### config.mk
export PLATFORM = sky130hd
export DESIGN_NAME = pipeline_ctrl
export DESIGN_NICKNAME = d
export VERILOG_FILES = /design/src/rtl/pipeline_ctrl.sv
export SDC_FILE = /design/constraint.sdc
export NUM_CORES = 1
export LEC_CHECK = 0
export ABC_CLOCK_PERIOD_IN_PS = 6000
export BUFFER_PORTS_ARGS = -buffer_cell sky130_fd_sc_hd__buf_2
export CORE_ASPECT_RATIO = 0.6
export CORE_UTILIZATION = 54
export DETAILED_ROUTE_END_ITERATION = 16
export PLACE_DENSITY = 0.86
export SLEW_MARGIN = 30
export SYNTH_ARGS = -nofsm -noshare
export SYNTH_HDL_FRONTEND = slang
export SYNTH_SLANG_ARGS = --single-unit
### constraint.sdc
create_clock -name clk -period 6 [get_ports clk]
set_input_delay 0.3 -clock clk [delete_from_list [all_inputs] [get_ports clk]]
set_output_delay 0.3 -clock clk [all_outputs]
set_load 0.01 [all_outputs]
### src/rtl/pipeline_ctrl.sv
// pipeline_ctrl: hazard/flush/stall control for the 5-stage core with deferred redirect and stall counter
module pipeline_ctrl #(
    parameter int ADDR_WIDTH = 32,
    parameter int CNT_WIDTH  = 32
) (
    input  logic                  clk,
    input  logic                  reset_n,
    input  logic                  if_busy,
    input  logic                  mem_busy,
    input  logic [4:0]            id_rs1_addr,
    input  logic [4:0]            id_rs2_addr,
    input  logic                  id_rs1_used,
    input  logic                  id_rs2_used,
    input  logic                  ex_mem_read,
    input  logic [4:0]            ex_rd_addr,
    input  logic                  ex_branch_taken,
    input  logic [ADDR_WIDTH-1:0] ex_branch_target,
    output logic                  pc_stall,
    output logic                  pc_redirect,
    output logic [ADDR_WIDTH-1:0] pc_redirect_target,
    output logic [1:0]            ifid_fs,
    output logic [1:0]            idex_fs,
    output logic [1:0]            exmem_fs,
    output logic [1:0]            memwb_fs,
    output logic [CNT_WIDTH-1:0]  stall_cycles
);
    typedef enum logic {RUN, REDIR_PEND} state_t;

    state_t                state;
    logic [ADDR_WIDTH-1:0] pend_target;
    logic                  load_use;

    assign load_use = ex_mem_read && ex_rd_addr != 5'd0 &&
                      ((id_rs1_used && id_rs1_addr == ex_rd_addr) ||
                       (id_rs2_used && id_rs2_addr == ex_rd_addr));

    // Prioritised control decode: reset, memory freeze, branch, pending redirect, load-use, fetch wait
    always_comb begin
        pc_stall           = 1'b0;
        pc_redirect        = 1'b0;
        pc_redirect_target = pend_target;
        ifid_fs            = 2'b00;
        idex_fs            = 2'b00;
        exmem_fs           = 2'b00;
        memwb_fs           = 2'b00;
        if (!reset_n) begin
            pc_stall = 1'b1;
            ifid_fs  = 2'b10;
            idex_fs  = 2'b10;
            exmem_fs = 2'b10;
            memwb_fs = 2'b10;
        end else if (mem_busy) begin
            pc_stall = 1'b1;
            ifid_fs  = 2'b01;
            idex_fs  = 2'b01;
            exmem_fs = 2'b01;
            memwb_fs = 2'b10;
        end else if (state == RUN && ex_branch_taken) begin
            pc_redirect        = !if_busy;
            pc_redirect_target = if_busy ? pend_target : ex_branch_target;
            pc_stall           = if_busy;
            ifid_fs            = 2'b10;
            idex_fs            = 2'b10;
        end else if (state == REDIR_PEND) begin
            pc_redirect = !if_busy;
            pc_stall    = if_busy;
            ifid_fs     = 2'b10;
        end else if (load_use) begin
            pc_stall = 1'b1;
            ifid_fs  = 2'b01;
            idex_fs  = 2'b10;
        end else if (if_busy) begin
            pc_stall = 1'b1;
            ifid_fs  = 2'b10;
        end
    end

    // Redirect FSM: park a taken-branch target while a fetch is outstanding, release it once IF is idle
    always_ff @(posedge clk or negedge reset_n) begin
        if (!reset_n) begin
            state       <= RUN;
            pend_target <= '0;
        end else if (!mem_busy) begin
            if (state == RUN && ex_branch_taken && if_busy) begin
                state       <= REDIR_PEND;
                pend_target <= ex_branch_target;
            end else if (state == REDIR_PEND && !if_busy) begin
                state <= RUN;
            end
        end
    end

    // Saturating count of PC-stall cycles
    always_ff @(posedge clk or negedge reset_n) begin
        if (!reset_n)
            stall_cycles <= '0;
        else if (pc_stall && stall_cycles != '1)
            stall_cycles <= stall_cycles + {{(CNT_WIDTH-1){1'b0}}, 1'b1};
    end
endmodule

==> results.cfg <==
[power_and_ir_drop]
leakage_uw = 0.00216
p_int_uw = 923
p_seq_frac = 0.445
vdd_ir_drop_max_v = 0.000178
power.clock.fraction = 0.285
p_sw_frac = 0.315
power.density_mw_per_mm2 = 305
finalPower_uw = 1350
netSwitchingPower_uw = 424
combPwrFrac = 0.270

[grt]
track_usage = 0.250
grt_max_degree = 70
grt_pass1_vias = 2726
antenna_found_initial = 0
grt_pass1_wl_mm = 13.4
overflow = 0

[cts]
post_cts_buffers = 0
cts_hold_buf = 0
clk-insertion-delay-late_ns = 0.34
cts-buffers-inserted = 9
root_buffer = clkbuf_8
cts_tree = built
clkTransAtPathRegs_ns = 0.08
cts.repair.resized = 0
clockBufferDepth = 2
cts_sinks = 65
htreeDepth = 3

[timing]
post-route-min-period_ns = 2.93
hold_viol_final = 0
rsz0062_at_grt = false
slew_headroom = 0.424
tns_ns = 0
clock_skew_ns = 0.0111
finalCritPeriodShare = 0.488
drv_slew = 0
fmax_ghz = 0.342
setup-violations-final = 0
tightest_slew_ns = 0.863

[layout]
antenna_cells = 0
multi_input_area_sq_mm = 0.00179
final_nets = 489
ff_latch_area_sq_mm = 0.00163
drive_above_1_share = 0.511
mostFrequentLayoutCells = buf_2, dfrtp_1, mux2_2
final_common_cell = buf_2
area_growth_syn_to_layout_pct = 25.2
stdcell_count = 522
fillers = 479

[synth]
syn_avg_cell_area_sq_um = 11.5
synth-warning-count = 0
postSynthCellCount = 306
yosysSeqAreaShare = 0.461
syn_nets = 362
synth.distinct_cells = 42
syn-cell-area_sq_mm = 0.00353
ys_ff_latch = 65

[floorplan]
dieArea_sq_mm = 0.00687
ios = 129
rows = 22
die_w_um = 106
core-area_sq_mm = 0.00619
fp.dieH_um = 64.6
initial_core_util = 0.569

[detailed_routing]
first_iter_violations = 108
wl_per_cell_um = 15.5
dr.pass1.iters = 4
drc_errors = 0
ant_nets = 0
via_per_inst = 5.34
wirelength_mm = 8.08
vias = 2789

[critical_path]
r2r-end = stall_cycles[5]
crit_path_end_kind = output port
worst_path_dominant_cell_family = buffers and inverters
cp.depth = 8
crit_path_end = pc_redirect_target[2]
crit_required_ns = 5.70
path_max_fanout = 69
cp_slowest_cell = buf_4
crit_type = input pin to output port
critPathArrivalTime_ns = 2.63
cp-start-kind = input pin
path_cells = buf_2 > buf_4 > inv_1 > nor3_1 > nand3b_1 > buf_4 > mux2_2 > buf_2
crit_buf_inv = 5
r2r-start = stall_cycles[0]
reg2reg_depth = 7
crit_start = reset_n
max_stage_delay_ns = 0.63
r2r_setup_slack_ns = 3.74

[outcome]
status = finished, final reports clean

[place]
placedCellCount = 506
globalplace.congestion = 0.833
port_buffers = 127
hpwl_mm = 5.82

[flow_run]
drv_cap = 0

[hold_path]
holdCritPathClass = input pin to asynchronous set/reset pin
==> final cells by class <==
class	count	share of cell area
Clock inverter	6	0.0153
Sequential cell	65	0.368
Multi-Input combinational cell	218	0.404
Timing Repair Buffer	130	0.149
Tap cell	84	0.0238
Inverter	9	0.00765
Clock buffer	10	0.0312
==> flip-flops by register name, summed over array words and instances (netlist names) <==
register,count
state,1
pend_target,32
stall_cycles,32
==> kinds of logic after synthesis <==
group | Yosys count | share of synthesized area
mux | 65 | 0.208
simple gates | 100 | 0.164
xor+xnor | 40 | 0.0994
fa+ha+maj | 1 | 0.00355
other cells | 1 | 0.00106
flops | 65 | 0.461
compound gates | 11 | 0.0291
buf+inv | 23 | 0.0337
==> how the worst min path moves through the flow <==
stage	slack (ns)	from	to	depth (start not counted)
finish	0.12	reset_n	stall_cycles[21]	2
global route	0.18	ex_branch_target[25]	pend_target[25]	2
CTS	0.18	reset_n	pend_target[27]	2
detailed placement	0.49	pend_target[17]	pend_target[17]	1
global placement	0.48	pend_target[10]	pend_target[10]	1
floorplan	0.004	reset_n	pend_target[0]	0
==> synth_stat cells (all sizes together) <==
cell	number	area, sq um
inv	9	33.8
a21oi	2	10.0
clkbuf	4	15.0
nand4	10	62.6
or3	4	30.0
dfrtp	65	1630
o21ai	3	15.0
conb	1	3.75
nand2b	2	12.5
ha	1	12.5
nand3	15	97.6
or4	2	15.0
and2	1	6.26
xor2	22	193
a211o	1	8.76
o31ai	1	12.5
and3	5	36.3
o221ai	1	15.0
nor4b	1	15.0
buf	10	70.1
o22ai	1	6.26
o41ai	1	27.5
nor3	9	56.3
nor4	12	90.1
xnor2	18	158
nor2	17	68.8
nand2	20	75.1
a21boi	1	7.51
or2	1	6.26
nand3b	1	7.51
mux2	65	732
==> layer usage <==
layer,vias up,part of all wire,wire length [um],global-route usage
li1,1332,-,-,-
met5,-,0,0,0
met2,101,0.48,3850,0.401
met4,0,0.0067,54,0.0712
met3,6,0.060,487,0.0654
met1,1350,0.46,3690,0.336
==> per-stage QoR <==
step           hold WS, ns  cell area, sq um  worst slack (ns)  utilization
6_report             0.125              4410              3.07        0.713
5_1_grt              0.183              4410              2.81        0.713
4_1_cts              0.177              4410              3.04        0.713
3_5_place_dp         0.490              4210              3.01        0.680
3_3_place_gp         0.484              4210              3.13        0.680
2_1_floorplan      0.00441              3530              4.04            -
==> power groups by stage <==
stage	combinational (uW)	sequential [uW]	clock (uW)
2_1_floorplan	216	597	0
3_3_place_gp	353	601	0
3_5_place_dp	367	606	0
4_1_cts	368	599	388
5_1_grt	398	613	410
6_report	364	599	384
No activity file was read; power rests on OpenSTA's default activity.
